<file path="config.mk">
export PLATFORM = sky130hd
export DESIGN_NAME = fwd_hazard_unit
export DESIGN_NICKNAME = d
export VERILOG_FILES = /design/src/rtl/fwd_hazard_unit.sv
export SDC_FILE = /design/constraint.sdc
export NUM_CORES = 1
export LEC_CHECK = 0
export ABC_AREA = 1
export BUFFER_PORTS_ARGS = -buffer_cell sky130_fd_sc_hd__buf_2
export CORE_MARGIN = 2
export CORE_UTILIZATION = 50
export DETAILED_ROUTE_END_ITERATION = 8
export GPL_TIMING_DRIVEN = 0
export PLACE_DENSITY = 0.8
export SYNTH_ARGS = -nofsm -noshare
export SYNTH_HDL_FRONTEND = slang
export SYNTH_SLANG_ARGS = --single-unit
</file>
<file path="constraint.sdc">
create_clock -name clk -period 2.3 [get_ports clk]
set_clock_uncertainty 0.2 [all_clocks]
set_input_delay 0.345 -clock clk [delete_from_list [all_inputs] [get_ports clk]]
set_output_delay 0.345 -clock clk [all_outputs]
set_load 0.05 [all_outputs]
</file>
<file path="src/rtl/fwd_hazard_unit.sv">
// EX-stage operand forwarding and load-use hazard controller.
// Shadows the ID/EX and EX/MEM destinations to build registered mux selects.
module fwd_hazard_unit #(
  parameter int REG_W = 3,
  parameter int CNT_W = 16
) (
  input  logic             clk,
  input  logic             rst_n,
  input  logic             id_valid,
  input  logic [REG_W-1:0] id_rsrc,
  input  logic [REG_W-1:0] id_rdst,
  input  logic             id_use_rsrc,
  input  logic             id_use_rdst,
  input  logic             id_wb_en,
  input  logic             id_is_load,
  input  logic             flush,
  input  logic             mem_busy,
  output logic [1:0]       ex_sel_src,
  output logic [1:0]       ex_sel_dst,
  output logic             stall,
  output logic             bubble,
  output logic [CNT_W-1:0] stall_count
);

  localparam logic [1:0] SEL_EX  = 2'b00;
  localparam logic [1:0] SEL_MEM = 2'b01;
  localparam logic [1:0] SEL_RF  = 2'b10;

  typedef enum logic {RUN, LU} state_e;

  state_e             state_q, state_d;
  logic               ex_v_q, ex_wb_q, ex_ld_q;
  logic               ex_v_d, ex_wb_d, ex_ld_d;
  logic [REG_W-1:0]   ex_dst_q, ex_dst_d;
  logic               mem_v_q, mem_wb_q, mem_ld_q;
  logic               mem_v_d, mem_wb_d, mem_ld_d;
  logic [REG_W-1:0]   mem_dst_q, mem_dst_d;
  logic [1:0]         sel_src_q, sel_src_d;
  logic [1:0]         sel_dst_q, sel_dst_d;
  logic [CNT_W-1:0]   cnt_q, cnt_d;

  logic       hit_ex_src, hit_ex_dst, hit_mem_src, hit_mem_dst;
  logic       lu, kill;
  logic [1:0] sel_src_c, sel_dst_c;

  assign hit_ex_src  = ex_v_q  & ex_wb_q  & (ex_dst_q  == id_rsrc);
  assign hit_ex_dst  = ex_v_q  & ex_wb_q  & (ex_dst_q  == id_rdst);
  assign hit_mem_src = mem_v_q & mem_wb_q & (mem_dst_q == id_rsrc);
  assign hit_mem_dst = mem_v_q & mem_wb_q & (mem_dst_q == id_rdst);

  // Most recent producer wins: EX before MEM before register file.
  assign sel_src_c = !id_use_rsrc ? SEL_RF  :
                     hit_ex_src   ? SEL_EX  :
                     hit_mem_src  ? SEL_MEM : SEL_RF;
  assign sel_dst_c = !id_use_rdst ? SEL_RF  :
                     hit_ex_dst   ? SEL_EX  :
                     hit_mem_dst  ? SEL_MEM : SEL_RF;

  assign lu = id_valid & ex_ld_q & ex_v_q & ex_wb_q &
              ((id_use_rsrc & hit_ex_src) | (id_use_rdst & hit_ex_dst));

  always_comb begin
    state_d   = state_q;
    ex_v_d    = ex_v_q;
    ex_wb_d   = ex_wb_q;
    ex_ld_d   = ex_ld_q;
    ex_dst_d  = ex_dst_q;
    mem_v_d   = mem_v_q;
    mem_wb_d  = mem_wb_q;
    mem_ld_d  = mem_ld_q;
    mem_dst_d = mem_dst_q;
    sel_src_d = sel_src_q;
    sel_dst_d = sel_dst_q;
    cnt_d     = cnt_q;
    stall     = 1'b0;
    bubble    = 1'b0;
    kill      = 1'b0;

    if (!rst_n) begin
      stall  = 1'b0;
      bubble = 1'b0;
    end else if (mem_busy) begin
      stall = 1'b1;
    end else begin
      state_d = RUN;
      // LU never re-stalls: ex_rec holds the bubble so lu cannot fire there anyway.
      if (state_q == RUN && lu && !flush) begin
        stall   = 1'b1;
        bubble  = 1'b1;
        state_d = LU;
        cnt_d   = (&cnt_q) ? cnt_q : cnt_q + CNT_W'(1);
      end
      mem_v_d   = ex_v_q;
      mem_wb_d  = ex_wb_q;
      mem_ld_d  = ex_ld_q;
      mem_dst_d = ex_dst_q;
      kill      = bubble | flush | !id_valid;
      ex_v_d    = !kill;
      ex_wb_d   = !kill & id_wb_en;
      ex_ld_d   = !kill & id_is_load;
      ex_dst_d  = kill ? '0 : id_rdst;
      sel_src_d = (bubble | flush) ? SEL_RF : sel_src_c;
      sel_dst_d = (bubble | flush) ? SEL_RF : sel_dst_c;
    end
  end

  always_ff @(posedge clk) begin
    if (!rst_n) begin
      state_q   <= RUN;
      ex_v_q    <= 1'b0;
      ex_wb_q   <= 1'b0;
      ex_ld_q   <= 1'b0;
      ex_dst_q  <= '0;
      mem_v_q   <= 1'b0;
      mem_wb_q  <= 1'b0;
      mem_ld_q  <= 1'b0;
      mem_dst_q <= '0;
      sel_src_q <= SEL_RF;
      sel_dst_q <= SEL_RF;
      cnt_q     <= '0;
    end else begin
      state_q   <= state_d;
      ex_v_q    <= ex_v_d;
      ex_wb_q   <= ex_wb_d;
      ex_ld_q   <= ex_ld_d;
      ex_dst_q  <= ex_dst_d;
      mem_v_q   <= mem_v_d;
      mem_wb_q  <= mem_wb_d;
      mem_ld_q  <= mem_ld_d;
      mem_dst_q <= mem_dst_d;
      sel_src_q <= sel_src_d;
      sel_dst_q <= sel_dst_d;
      cnt_q     <= cnt_d;
    end
  end

  assign ex_sel_src  = sel_src_q;
  assign ex_sel_dst  = sel_dst_q;
  assign stall_count = cnt_q;

endmodule
</file>
After elaboration in Yosys (flattened, before gate mapping)

Cells that the tools add are included.

Register bits after elaboration: 32
Bits of input ports: 15
Word-level logic and storage cells: 59

$add $sub $neg: 1
Equality and inequality tests: 4
Multiplexer cells: 16
Bitwise operators: 20
Reductions and logical operators: 7

Operator list:

| kind                                          | number |
|---|---|
| adder 16 x 1 -> 16 bit, second input constant | 1 |
| 2-to-1 mux 2 bit                              | 8 |
| AND reduction 16 bit                          | 1 |
| AND 1 bit                                     | 14 |
| equality test 3 bit                           | 4 |
| 2-to-1 mux 1 bit                              | 7 |
| logical NOT 1 bit                             | 3 |
| 2-to-1 mux 3 bit                              | 1 |
| inverter 1 bit                                | 3 |
| OR 1 bit                                      | 3 |
| AND reduction 3 bit                           | 1 |
| logical AND 1 bit                             | 2 |

Longest topological paths before layout

Word-level depth: 14
Mapped depth: 12

Worst setup path after synthesis

Ideal clock, no wire load.

Path type: in2out
From: input id_rdst[0]
To: output stall
Arrival: 1.708 ns
Slack: 0.047 ns
Stages on the path: 8
Path buffers: 0
Cells stage by stage: inv_1 > nand2_1 > nand2_1 > nor2_1 > nand3_2 > nand2_4 > nand3_4 > a21oi_1

Longest elaborated chain between the ends: 10

Ends and longest elaborated chain:

| item                           | line | RTL |
|---|---|---|
| start: declaration             | 11   | `input logic [REG_W-1:0] id_rdst,` |
| equality test 3 bit            | 47   | `assign hit_ex_dst = ex_v_q & ex_wb_q & (ex_dst_q == id_rdst);` |
| AND 1 bit                      | 47   |  |
| AND 1 bit                      | 60   | `((id_use_rsrc & hit_ex_src) \| (id_use_rdst & hit_ex_dst));` |
| OR 1 bit                       | 60   |  |
| AND 1 bit                      | 59   | `assign lu = id_valid & ex_ld_q & ex_v_q & ex_wb_q &` |
| logical AND 1 bit (2 in a row) | 87   | `if (state_q == RUN && lu && !flush) begin` |
| 2-to-1 mux 1 bit               | 87   |  |
| 2-to-1 mux 1 bit               | 82   | `end else if (mem_busy) begin` |
| 2-to-1 mux 1 bit               | 79   | `if (!rst_n) begin` |
| end: declaration               | 20   | `output logic stall,` |

Every way passes these cells.

Worst setup path in the final report

From: register ex_wb_q
To: output stall

Longest elaborated chain between the ends: 10

Ends and longest elaborated chain:

| item                                | line   | RTL |
|---|---|---|
| start: declaration                  | 32     | `logic ex_v_q, ex_wb_q, ex_ld_q;` |
| start signal: assignment            | 124    | `ex_wb_q <= ex_wb_d;` |
| AND 1 bit                           | 46, 47 |  |
| AND 1 bit, on equally long branches | 46, 47 |  |
| AND 1 bit                           | 60     |  |
| OR 1 bit                            | 60     |  |
| AND 1 bit *                         | 59     |  |
| logical AND 1 bit * (2 in a row)    | 87     |  |
| 2-to-1 mux 1 bit *                  | 87     |  |
| 2-to-1 mux 1 bit *                  | 82     |  |
| 2-to-1 mux 1 bit *                  | 79     |  |

Mark *: on every way between the ends. The rest lies on a longest branch, timed or not.

==> flow_summary.toml <==
[critical_path]
endpoint_kind = "output pin"
cp_top_family = "simple AND/OR/NAND/NOR gates"
r2r_end = "stall_count[15]"
crit_top_cell = "nand2_4"
r2r_slack_ns = 0.40
path_max_fanout = 3
cp.required_ns = 1.75
worstSetupPathType = "register to output pin"
worst_path_largest_cell_delay_ns = 0.37
r2r_cells = 11
slowest_stage = "dfxtp_2"
crit_chain = "nand2_4, inv_2, nand2_2, nor2_4, nand3_2, nand2_4, nand3_4, a21oi_4, buf_6"
cp-start-kind = "register"
reg2reg_from = "stall_count[0]"
worstPathArrival_ns = 1.65
crit_buf_inv = 2

[run]
cap_violations = 0

[global_route]
grt_pass1_wl_mm = 7.37
gr-usage-all-layers_pct = 22.6
grt-ovfl-total = 0
antenna_found_initial = 0
grt_max_degree = 11
grt_pass1_vias = 1662

[worst_hold_path]
holdPathStages = 3
hold_class = "input pin to register"
min_to = "ex_ld_q"
min-delay-start = "id_is_load"

[drt]
num_vias = 1832
drc = 0
first_pass_iters = 4
drt-initial-drc-count = 121
wl_per_cell_um = 11.4
drt-total-wl_mm = 4.23
antenna_left = 0
via_per_inst = 4.94

[yosys]
ys.flop_type = "dfxtp_1"
synth_compound_area_share_pct = 11.6
muxShareOfSynthArea_pct = 0
async_flop_share_pct = 0
syn_area_um2 = 1830
synthAdderAreaFrac_pct = 0.683
yosys_register_bits = 32
synth_edf_count = 0
synth_simple_gate_area_share_pct = 40.8
ys_warn_count = 0
synth.distinct_cells = 30
syn_nets = 295
syn_inst = 279
synth_top_family_by_area = "simple AND/OR/NAND/NOR gates"
synth_seq_area_share_pct = 35.0
synth_xor_area_share_pct = 2.39
syn_area_per_cell_um2 = 6.57

[floorplan]
core_area_um2 = 3420
die_y_um = 64.5
die_w_um = 64.5
die-area_um2 = 4160
pin_count = 37
fp-row-count = 21
initial_core_util_pct = 53.6

[power_and_ir_drop]
ir_worst_vdd_mv = 0.332
totalPowerFinal_mw = 1.02
p_switching_uw = 271
p_per_area_nw_per_um2 = 466
comb_power_share_pct = 10.3
internal_power_uw = 751
p_seq_share_pct = 55.9
power.leakage_nw = 1.05
netSwitchingFraction_pct = 26.5
clkPwrFrac_pct = 33.8

[sta]
hold_slack_ns = 0.0635
timing.slew.headroom_pct = 63.0
setup_viol = 0
max_slew.worst_pin.slew_ns = 0.555
post-route-period-util_pct = 95.4
finalHoldViolCount = 0
setup_tns_ns = 0
max_freq_ghz = 0.456
post-route-min-period_ns = 2.19
finalMaxSlewViolations = 0

[finish]
final_common_cell = "nand2_1"
final_util_pct = 64.1
syn_to_final_growth_pct = 19.6
finalNetCount = 340
drive_above_1_share_pct = 23.4
mostFrequentLayoutCells = "nand2_1, nor2_1, buf_2"
nFillCells = 320
n_antenna_cell = 0

[cts]
ctsHoldBuffers = 0
clock_path_buffers = 2
clk_latency_ns = 0.34
clkTransAtPathRegs_ns = 0.10
numCtsBuffers = 5
root_buffer = "clkbuf_4"
cts_tree = "built"
cts_sinks = 32
htree_levels = 2

[placement]
io_buffers = 36
gp_congestion = 0.879
hpwl_mm = 3.13

[run_status]
status = "completed"
-- worst max-delay path by stage --
stage | start | to | slack, ns | cells after the start
detailed placement | mem_busy | stall | 0.15 | 6
global placement | mem_busy | stall | 0.17 | 6
global route | ex_dst_q[1] | bubble | -0.02 | 9
floorplan | id_rdst[0] | stall | 0.05 | 8
finish | ex_wb_q | stall | 0.11 | 9
CTS | ex_v_q | stall | 0.004 | 9
-- layer usage --
layer | wire, um | share of wire (%) | track usage [%]
met5 | 0 | 0 | 0
met4 | 65 | 1.5 | 8.78
met3 | 240 | 5.7 | 4.51
met2 | 1880 | 45 | 35.5
met1 | 2040 | 48 | 30.5
-- logic make-up (layout without fill, tap and decap cells) --
kind of cell	after synthesis	count (layout)
AO/OA/AOI/OAI	36	36
adder cells (fa/ha/maj)	1	1
flip-flops	32	32
buffers and inverters	41	87
XOR/XNOR	5	5
AND/OR/NAND/NOR	164	164
-- state kept, by name, summed over array words and instances, names as in the netlist --
register	count
stall_count	16
mem_wb_q	1
ex_sel_dst	2
ex_wb_q	1
mem_dst_q	3
ex_ld_q	1
ex_sel_src	2
ex_dst_q	3
state_q	1
mem_v_q	1
ex_v_q	1
-- worst min-delay path, delay by kind of cell --
family | cells | cell delay (ns)
buf+inv | 1 | 0.09
simple gates | 1 | 0.07
compound gates | 1 | 0.06
-- final cells by class --
type / instances / area (um^2) / area share (%)
plain buffers: 8 / 50.0 / 2.28
clock buffers: 8 / 58.8 / 2.68
inverters: 33 / 124 / 5.65
multi-input cells: 206 / 1040 / 47.6
flip-flops and latches: 32 / 649 / 29.6
well taps: 46 / 57.6 / 2.63
repair buffers: 38 / 208 / 9.48
-- synthesized netlist by cell type (2+ instances only) --
cell	instances	area share, %
nand2_1	66	14
nand3_1	32	8.7
nor2_1	50	10
xor2_1	2	0.96
a21oi_1	19	5.2
dfxtp_1	32	35
o21ai_0	7	1.9
a21oi_2	7	3.3
xnor2_1	3	1.4
inv_1	32	6.6
clkbuf_1	3	0.61
nand3_2	3	1.6
nand4_1	3	1.0
buf_1	2	0.41
nor2_2	3	1.0
-- metrics by stage --
stage                     area (um^2)  std cells  setup WS, ns
after global routing             2190        371       -0.0173
after global placement           2070        361         0.166
after detailed placement         2070        361         0.146
after floorplan                  1830        279        0.0465
after CTS                        2140        369       0.00388
final                            2190        371         0.105
-- power by group through the flow --
| stage | logic (mW) | clock network, mW | registers [mW] |
|---|---|---|---|
| 3_3_place_gp | 0.0981 | 0 | 0.584 |
| 2_1_floorplan | 0.0612 | 0 | 0.587 |
| 5_1_grt | 0.119 | 0.381 | 0.573 |
| 3_5_place_dp | 0.100 | 0 | 0.584 |
| 4_1_cts | 0.101 | 0.352 | 0.571 |
| 6_report | 0.105 | 0.345 | 0.571 |
-- what timing repair did --
action,CTS,global route
endpoints found under the setup margin,2,2
setup buffers,0,2
pin swaps,0,6
gates resized for setup,3,14
(Power assumes the default switching activity.)
